===== config.mk =====
export PLATFORM = sky130hd
export DESIGN_NAME = spi_controller
export DESIGN_NICKNAME = d
export VERILOG_FILES = /design/src/rtl/spi_pkg.sv /design/src/rtl/spi_sclk_divider.sv /design/src/rtl/spi_controller.sv
export SDC_FILE = /design/constraint.sdc
export NUM_CORES = 1
export LEC_CHECK = 0
export ABC_AREA = 1
export CAP_MARGIN = 20
export CELL_PAD_IN_SITES_DETAIL_PLACEMENT = 0
export CELL_PAD_IN_SITES_GLOBAL_PLACEMENT = 2
export CORE_MARGIN = 2
export CORE_UTILIZATION = 28
export CTS_CLUSTER_DIAMETER = 120
export DETAILED_ROUTE_END_ITERATION = 6
export GPL_TIMING_DRIVEN = 0
export PLACE_DENSITY_LB_ADDON = 0.1
export SYNTH_ARGS = -nofsm -noshare
export SYNTH_HDL_FRONTEND = slang
export SYNTH_HIERARCHICAL = 1
export SYNTH_SLANG_ARGS = --single-unit
export TNS_END_PERCENT = 10

===== constraint.sdc =====
create_clock -name clk -period 2.25 [get_ports clk]
set_clock_uncertainty 0.1 [all_clocks]
set_input_delay 0.675 -clock clk [delete_from_list [all_inputs] [get_ports clk]]
set_output_delay 0.675 -clock clk [all_outputs]
set_load 0.02 [all_outputs]

===== src/rtl/spi_pkg.sv =====
`default_nettype none
// ============================================================================
// Module      : spi_pkg
// Description : Shared types and helpers for the SPI register-protocol
//               initiator: mode struct, controller state encoding and the
//               sample/change edge classifier.
// Revision    : 1.0  initial release
// ============================================================================
package spi_pkg;

    // {CPOL, CPHA}, bit order matches the 2-bit mode port.
    typedef struct packed {
        logic cpol;
        logic cpha;
    } spi_mode_t;

    typedef enum logic [2:0] {
        IDLE  = 3'd0,
        SETUP = 3'd1,
        SHIFT = 3'd2,
        HOLD  = 3'd3,
        GAP   = 3'd4
    } spi_ctrl_state_t;

    // Edge 0 is the leading edge of the first bit. CPHA=0 samples on leading
    // edges (even counts); CPHA=1 samples on trailing edges (odd counts).
    // Only the count LSB decides, so only that bit is passed in.
    function automatic logic is_sample_edge(input logic cpha, input logic edge_cnt_lsb);
        return cpha ? edge_cnt_lsb : ~edge_cnt_lsb;
    endfunction

endpackage
`default_nettype wire


===== src/rtl/spi_sclk_divider.sv =====
`default_nettype none
// ============================================================================
// Module      : spi_sclk_divider
// Description : Half-period tick generator. Emits a one-cycle tick every
//               HALF_PERIOD enabled clk cycles; clear forces a fresh count.
// Ports       : clk, rstb (sync, active-low), run (count enable),
//               clear (restart count), tick (end-of-half-period strobe)
// Revision    : 1.0  initial release
// ============================================================================
module spi_sclk_divider #(
    parameter int HALF_PERIOD = 4
) (
    input  logic clk,
    input  logic rstb,
    input  logic run,
    input  logic clear,
    output logic tick
);

    localparam int                 c_CNT_W = $clog2(HALF_PERIOD);
    localparam logic [c_CNT_W-1:0] c_LAST  = c_CNT_W'(HALF_PERIOD - 1);

    logic [c_CNT_W-1:0] r_cnt;

    always_ff @(posedge clk) begin
        if (!rstb) begin
            r_cnt <= '0;
        end else if (clear) begin
            r_cnt <= '0;
        end else if (run) begin
            r_cnt <= (r_cnt == c_LAST) ? '0 : r_cnt + 1'b1;
        end
    end

    assign tick = run && (r_cnt == c_LAST);

endmodule
`default_nettype wire


===== src/rtl/spi_controller.sv =====
`default_nettype none
// ============================================================================
// Module      : spi_controller
// Description : SPI initiator for the 2-byte register protocol.
//               Frame = cs_n low, byte0 {wr_rdn, addr}, byte1 data, MSB first.
//               byte0 returns status, byte1 returns read data.
// Ports       : clk, rstb (sync, active-low), ena (global clock enable)
//               mode {CPOL,CPHA}, req/wr_rdn/addr/wdata (request side)
//               busy, done, rdata, status (completion side)
//               spi_sclk, spi_cs_n, spi_mosi, spi_miso (SPI pins)
// Revision    : 1.0  initial release
// ============================================================================
module spi_controller
    import spi_pkg::*;
#(
    parameter int REG_W       = 8,
    parameter int HALF_PERIOD = 4,
    parameter int CS_GAP      = 4
) (
    input  logic             clk,
    input  logic             rstb,
    input  logic             ena,
    input  logic [1:0]       mode,
    input  logic             req,
    input  logic             wr_rdn,
    input  logic [REG_W-2:0] addr,
    input  logic [REG_W-1:0] wdata,
    output logic             busy,
    output logic             done,
    output logic [REG_W-1:0] rdata,
    output logic [REG_W-1:0] status,
    output logic             spi_sclk,
    output logic             spi_cs_n,
    output logic             spi_mosi,
    input  logic             spi_miso
);

    localparam int                  c_FRAME_W   = 2 * REG_W;
    localparam int                  c_EDGES     = 4 * REG_W;
    localparam int                  c_EDGE_W    = $clog2(c_EDGES);
    localparam logic [c_EDGE_W-1:0] c_LAST_EDGE = c_EDGE_W'(c_EDGES - 1);
    localparam int                  c_GAP_W     = (CS_GAP > 1) ? $clog2(CS_GAP) : 1;
    localparam logic [c_GAP_W-1:0]  c_GAP_LAST  = c_GAP_W'(CS_GAP - 1);

    spi_ctrl_state_t      r_state;
    spi_mode_t            r_mode;
    logic                 r_wr;
    logic [c_FRAME_W-1:0] r_tx;
    logic [c_FRAME_W-1:0] r_rx;
    logic [c_EDGE_W-1:0]  r_edge_cnt;
    logic [c_GAP_W-1:0]   r_gap_cnt;
    logic                 r_busy;
    logic                 r_done;
    logic [REG_W-1:0]     r_rdata;
    logic [REG_W-1:0]     r_status;
    logic                 r_sclk;
    logic                 r_cs_n;
    logic                 r_mosi;

    logic                 w_timed;
    logic                 w_tick;
    logic                 w_sample;
    logic                 w_skip_change;
    logic [c_FRAME_W-1:0] w_rx_final;

    // The divider only runs while a timed phase is active; any other state
    // holds it at zero so every phase starts with a full half period.
    assign w_timed = (r_state == SETUP) || (r_state == SHIFT) || (r_state == HOLD);

    spi_sclk_divider #(
        .HALF_PERIOD (HALF_PERIOD)
    ) u_div (
        .clk   (clk),
        .rstb  (rstb),
        .run   (ena && w_timed),
        .clear (!w_timed),
        .tick  (w_tick)
    );

    assign w_sample = is_sample_edge(r_mode.cpha, r_edge_cnt[0]);

    // The first bit is already on MOSI from the accept cycle, so one change
    // edge per frame is skipped: the first for CPHA=1, the last for CPHA=0.
    assign w_skip_change = r_mode.cpha ? (r_edge_cnt == '0) : (r_edge_cnt == c_LAST_EDGE);

    // With CPHA=1 the final edge is also a sample edge; include that bit.
    assign w_rx_final = w_sample ? {r_rx[c_FRAME_W-2:0], spi_miso} : r_rx;

    always_ff @(posedge clk) begin
        if (!rstb) begin
            r_state    <= IDLE;
            r_mode     <= '0;
            r_wr       <= 1'b0;
            r_tx       <= '0;
            r_rx       <= '0;
            r_edge_cnt <= '0;
            r_gap_cnt  <= '0;
            r_busy     <= 1'b0;
            r_done     <= 1'b0;
            r_rdata    <= '0;
            r_status   <= '0;
            r_sclk     <= 1'b0;
            r_cs_n     <= 1'b1;
            r_mosi     <= 1'b0;
        end else if (ena) begin
            r_done <= 1'b0;
            case (r_state)
                IDLE: begin
                    r_sclk <= mode[1];
                    // r_done blocks accept in the done cycle itself.
                    if (req && !r_done) begin
                        r_mode  <= spi_mode_t'(mode);
                        r_wr    <= wr_rdn;
                        r_tx    <= {wr_rdn, addr, wdata & {REG_W{wr_rdn}}};
                        r_mosi  <= wr_rdn;
                        r_cs_n  <= 1'b0;
                        r_busy  <= 1'b1;
                        r_state <= SETUP;
                    end
                end
                SETUP: begin
                    if (w_tick) begin
                        r_edge_cnt <= '0;
                        r_state    <= SHIFT;
                    end
                end
                SHIFT: begin
                    if (w_tick) begin
                        r_sclk <= ~r_sclk;
                        if (w_sample) begin
                            r_rx <= w_rx_final;
                        end else if (!w_skip_change) begin
                            r_tx   <= r_tx << 1;
                            r_mosi <= r_tx[c_FRAME_W-2];
                        end
                        if (r_edge_cnt == c_LAST_EDGE) begin
                            r_status <= w_rx_final[c_FRAME_W-1:REG_W];
                            if (!r_wr) begin
                                r_rdata <= w_rx_final[REG_W-1:0];
                            end
                            r_state <= HOLD;
                        end else begin
                            r_edge_cnt <= r_edge_cnt + 1'b1;
                        end
                    end
                end
                HOLD: begin
                    if (w_tick) begin
                        r_sclk    <= r_mode.cpol;
                        r_cs_n    <= 1'b1;
                        r_gap_cnt <= '0;
                        r_state   <= GAP;
                    end
                end
                GAP: begin
                    if (r_gap_cnt == c_GAP_LAST) begin
                        r_done  <= 1'b1;
                        r_busy  <= 1'b0;
                        r_state <= IDLE;
                    end else begin
                        r_gap_cnt <= r_gap_cnt + 1'b1;
                    end
                end
                default: r_state <= IDLE;
            endcase
        end
    end

    assign busy     = r_busy;
    assign done     = r_done;
    assign rdata    = r_rdata;
    assign status   = r_status;
    assign spi_sclk = r_sclk;
    assign spi_cs_n = r_cs_n;
    assign spi_mosi = r_mosi;

endmodule
`default_nettype wire


# [Word level (Yosys, flattened, before mapping)]
# Cells that the tools add are included.
[classes] add_sub_neg=3 eq_ne=17 muxes=39 bitwise=4 reduce_logical=26
[op_table] op="$mux W15" count=4
[op_table] op="$pmux W15 S2" count=1
[op_table] op="$reduce_and A4 Y1" count=6
[op_table] op="$mux W3" count=6
[op_table] op="$mux W16" count=1
[op_table] op="$mux W5" count=3
[op_table] op="$pmux W3 S5" count=1
[op_table] op="$mux W1" count=14
[op_table] op="$ne A2 B2 Y1 const B" count=6
[op_table] op="$pmux W5 S2" count=1
[op_table] op="$reduce_and A5 Y1" count=2
[op_table] op="$reduce_bool A2 Y1" count=5
[op_table] op="$and A8 B8 Y8" count=1
[op_table] op="$ne A2 B1 Y1 const B" count=4
[op_table] op="$reduce_and A7 Y1" count=1
[op_table] op="$eq A3 B2 Y1 const B" count=2
[op_table] op="$mux W2" count=3
[op_table] op="$pmux W1 S2" count=3
[op_table] op="$reduce_and A6 Y1" count=1
[op_table] op="$add A5 B1 Y5 const B" count=1
[op_table] op="$eq A5 B5 Y1 const B" count=1
[op_table] op="$logic_not A5 Y1" count=1
[op_table] op="$add A2 B1 Y2 const B" count=2
[op_table] op="$eq A2 B2 Y1 const B" count=2
[op_table] op="12 further kinds" count=17
[totals] reg_bits=67 output_inout_bits=21 elab_cells=105

# [Depth between registers and ports, before layout]
[logic_depth] word_depth=7 ltp_mapped=16 ltp_nobuf=15

# [Hierarchy]
# The synthesis kept the hierarchy.
[by_module_without_submodules] mod="spi_controller" instances=1 cells_per_inst=477 area_each_um2=3402.0 seq_area_each_um2=1301.2
[by_module_without_submodules] mod="spi_sclk_divider" instances=1 cells_per_inst=16 area_each_um2=108.9 seq_area_each_um2=40.0

# [Worst setup path after synthesis]
# OpenSTA, ideal clock, no wires.
[synth_timing] path_kind="register to register" from="register r_state[1]" to="register r_rx[11]" arrival_ns=1.879 slack_ns=0.143 stages_incl_launch_ff=15 n_path_buf=2 period_less_slack_ns=2.107 path_cell_list="dfxtp_1 buf_4 inv_1 nand3_2 nand2_4 nor2_1 nor2_1 nand2_1 inv_1 nand2_2 inv_2 nand3_2 clkbuf_1 o21ai_1 a21oi_1"
[synth_between] elab_chain_cells=6
[synth_rtl] element="start: declaration" line_no="spi_controller.sv:45" rtl="spi_ctrl_state_t r_state;"
[synth_rtl] element="start signal: assignment" line_no="spi_controller.sv:91" rtl="r_state <= IDLE;"
[synth_rtl] element="start signal: assignment" line_no="spi_controller.sv:118" rtl="r_state <= SETUP;"
[synth_rtl] element="start signal: assignment" line_no="spi_controller.sv:124" rtl="r_state <= SHIFT;"
[synth_rtl] element="$eq A3 B1 Y1 or $eq A3 B2 Y1 (tied branches)" line_no="spi_controller.sv:68" rtl="assign w_timed = (r_state == SETUP) || (r_state == SHIFT) || (r_state == HOLD);"
[synth_rtl] element="$logic_or A1 B1 Y1" line_no="spi_controller.sv:68"
[synth_rtl] element="$logic_or A1 B1 Y1 (*)" line_no="spi_controller.sv:68"
[synth_rtl] element="$logic_and A1 B1 Y1 (*)" line_no="spi_controller.sv:75" rtl=".run (ena && w_timed),"
[synth_rtl] element="$logic_and A1 B1 Y1 (*)" line_no="spi_sclk_divider.sv:35" rtl="assign tick = run && (r_cnt == c_LAST);"
[synth_rtl] element="net w_tick" line_no="spi_controller.sv:61" rtl="logic w_tick;"
[synth_rtl] element="$reduce_and A4 Y1 (no line) (*)"
[synth_rtl] element="end signal: assignment" line_no="spi_controller.sv:131" rtl="r_rx <= w_rx_final;"
[synth_rtl] element="end: declaration" line_no="spi_controller.sv:49" rtl="logic [c_FRAME_W-1:0] r_rx;"
# Mark *: on every way through the listed nets, which the timed path passes. The rest lies on a longest branch.
# A chain may end at the register's enable or synchronous reset.

# [Worst setup path after layout]
[layout_timing] from="register r_state[0]" to="register r_rx[1]"
# The elaborated chain is that of the path after synthesis.

==> metrics.md <==
| Metric | Value |
|---|---|
| R2R Setup Slk | 0.14 ns |
| Startpoint class of the critical path | flip-flop |
| Cts bufs inserted | 9 |
| Seq/Total Area, Yosys | 0.382 |
| Pins Over Slew Limit | 0 |
| Clock latency on the worst-skew pair | 0.33 ns |
| Core Util, Final | 0.375 |
| Pre-CTS setup slack | -0.962 ns |
| Share of cells above drive strength 1 | 0.154 |
| Worst hold start | r_rx[15] |
| FF-to-FF path depth | 14 |
| Detailed Place HPWL | between 6 and 7 mm |
| Psw | ~1.7 mW |
| Mapped Nets | 522 |
| Hold crit path type | flip-flop to flip-flop |
| Cell accounting for the most synthesized area | dfxtp_1 |
| Final hold violation count | 0 |
| RR Endpoint | r_rx[1] |
| DR WL/cell | 13.2 microns |
| Least-Margin Pin Slew | roughly 0.51 ns |
| Total gr overflow | 0 |
| Yosys warning count | 6 |
| Remaining DRCs | 0 |
| Switching Fraction | 0.354 |
| Sequential power share | 0.329 |
| Mean post-synth cell area | 7.12 sq um |
| Relative slew margins | 0.659 |
| Area growth, synth to finish | 29.4% |
| Antenna violations before repair | 0 |
| Vias/cell | 4.52 |
| H-tree Lvls | 3 |
| Antenna Nets Post-Route | 0 |
| Share of the synthesized area in the top cell type | 0.382 |
| Core region area | 0.0121 sq mm |
| RePlAce Congestion | 0.760 |
| Total power density per cell area | 1030 mW/mm^2 |
| Max Fclk | 474 MHz |
| All-Layer GR Usage | 0.152 |
| I/O Buffers | 42 |
| Sink Count | between 60 and 70 |
| Ports | 44 |
| Worst-path clk slew | 0.06 ns |
| Outcome | finished clean |
| Logic pwr share | 0.359 |
| Cell Area, Placed | 0.00414 sq mm |
| DRT Wirelength | 9.59 mm |
| Post-synth cell types | 34 |
| Setup CP Type | flip-flop to flip-flop |
| CTS tree | done |
| Crit Path Max Fanout | 10 |
| Mapped Cells | 493 |
| Maximum clock insertion buffer count | 2 |
| Max VDD drop | 351 uV |
| Clock power frac | 0.312 |
| Worst Setup Slack, final | 0.140 ns |
| First drt pass iteration count | 4 |
| LEAKAGE | 1.86 nW |
| Pin count of the biggest net entering global routing | 12 |
| Fin area | around 0.0045 sq mm |
| DRT iter0 DRCs | ~150 |
| Nets | between 500 and 600 |
| RR Startpoint | r_state[0] |
| Crit path time final | 2.11 ns |
| Arrival time at the worst endpoint | about 2.2 ns |
| CTS Root Cell | clkbuf_16 |
| Vias after detailed routing | 3285 |
| Number of global-route vias before repair | 3139 |
| Mapped cell area | 0.00351 sq mm |
| CP Capture Type | flip-flop |
| FP Rows | 40 |
| Die width | about 120 microns |
| Synth area leaders | dfxtp_1 (38%), nand2_1 (14%), a21oi_1 (7.1%), nor2_1 (6.4%), o21ai_0 (5.4%) |
| Hold WS | 0.356 ns |
| Final setup violation count | 0 |
| Die Y | between 100 and 150 microns |
| Worst hold endpoint | r_rx[15] |
| Starting Density | 0.290 |
| WHS Path Cells | 2 |
| Crit share post-route | 0.938 |
| Area of the die | 0.0135 sq mm |
| Seq cells post-synth | 67 |
| Int Power | approximately 3.0 mW |
| Diodes inserted | 0 |
| First-pass GRT wire length | 15.8 mm |
| Max_cap viols | 0 |
| CP Data Required Time | 2.37 ns |
-- cell usage in the layout, fill, tap and decap left out, types with 3 or more instances in the layout --
cell type and n:
buf_2 3, nor2_2 4, o21ai_0 37, nand2_4 4
nand3b_1 15, o21ai_1 13, clkbuf_1 5, nor2_1 57
nand3_2 5, ha_1 6, nand3_1 14, nor2_4 4
clkdlybuf4s50_1 41, nand2_2 8, nand2_1 127, clkbuf_16 9
inv_2 6, buf_4 9, a21oi_1 50, clkbuf_8 3
inv_1 35, dfxtp_1 66, buf_6 14
-- sequential cells by signal, summed over array words and instances, names as in the netlist, 2 cells and up --
signal       count
r_rx            16
r_tx            15
rdata            8
status           8
r_edge_cnt       5
r_state          3
r_gap_cnt        2
r_mode           2
u_div/r_cnt      2
-- Yosys cell counts --
master and n:
o21ai_1 12, o21ai_2 1, bufbuf_8 1, nor2_8 1, clkbuf_8 1, nor3_2 1
dfxtp_1 67, inv_4 1, nand3_1 14, nor2_1 60, nand2_2 9, clkinv_1 1
nand3_4 1, nor2_4 3, o211ai_1 2, nand3b_1 15, buf_6 12, buf_2 3
a21oi_1 50, nor3_4 2, o21ai_0 38, inv_2 6, nor2_2 2, nor3_1 1
nand2_1 127, nand4_1 2, nand3_2 5, buf_4 1, clkbuf_1 5, buf_1 1
a21oi_2 2, ha_1 6, inv_1 37, nand2_4 3
-- metrics by stage --
stage / TNS (ns) / cells / power, mW
after floorplan: 0 / 493 / 2.73
after global placement: -45.75 / 703 / 3.14
after detailed placement: -45.93 / 703 / 3.15
after CTS: 0 / 725 / 4.70
after global routing: -0.000776 / 727 / 4.99
final: 0 / 727 / 4.66
-- metal layers --
layer,GRT usage,up-vias,share of wire
met5,0,-,0
met3,0.0340,9,0.031
met2,0.261,55,0.49
li1,-,1713,-
met4,0.0452,0,0.012
met1,0.191,1508,0.46
-- what timing repair did --
| item | CTS | global route |
|---|---|---|
| endpoints found under the setup margin | 59 | 48 |
| setup buffers | 6 | 2 |
| resized for setup | 10 | 11 |
| pin swaps | 5 | 2 |
| hold endpoints to repair | 0 | 0 |
| hold buffers | 0 | 0 |
-- worst max-delay path by stage --
stage	end	startpoint	cells past startpoint
after CTS	status[7]	ena	10
after global routing	status[0]	r_state[0]	13
after floorplan	r_rx[11]	r_state[1]	14
final	r_rx[1]	r_state[0]	14
after global placement	r_rx[14]	ena	11
after detailed placement	r_rx[14]	ena	11
-- layout make-up --
cell class / instances / area [sq um]
plain buffers: 24 / 228
clock buffers: 13 / 260
clock inverters: 3 / 46.3
fillers: 1346 / 7570
inverters: 45 / 178
multi-input cells: 357 / 1800
flip-flops and latches: 67 / 1340
well taps: 168 / 210
repair buffers: 50 / 475
-- cell families (layout without fill, tap and decap cells) --
| group | count (synthesis) | after routing | synth area share |
|---|---|---|---|
| adders and majority gates | 6 | 6 | 0.0214 |
| DFF | 67 | 67 | 0.382 |
| and+or+nand+nor | 246 | 246 | 0.333 |
| buffers and inverters | 69 | 135 | 0.109 |
| AOI/OAI and AO/OA | 105 | 105 | 0.154 |
-- power by group through the flow --
stage	clock, mW	sequential (mW)	combinational (mW)
detailed placement	0	1.55	1.59
global placement	0	1.55	1.59
global route	1.56	1.56	1.87
CTS	1.52	1.53	1.65
floorplan	0	1.56	1.17
finish	1.45	1.53	1.67
-- critical path: stages, from the launching register on --
cell     delay (ns)
dfxtp_1        0.30
buf_6          0.14
nor2_4         0.15
nand2_4        0.08
nand2_4        0.10
nor2_2         0.05
nor2_2         0.11
nand2_1        0.06
inv_1          0.12
nand2_4        0.11
inv_4          0.11
nand3_2        0.15
buf_6          0.18
o21ai_0        0.17
a21oi_1        0.06
Note: power is estimated with default switching activity, not from simulation.
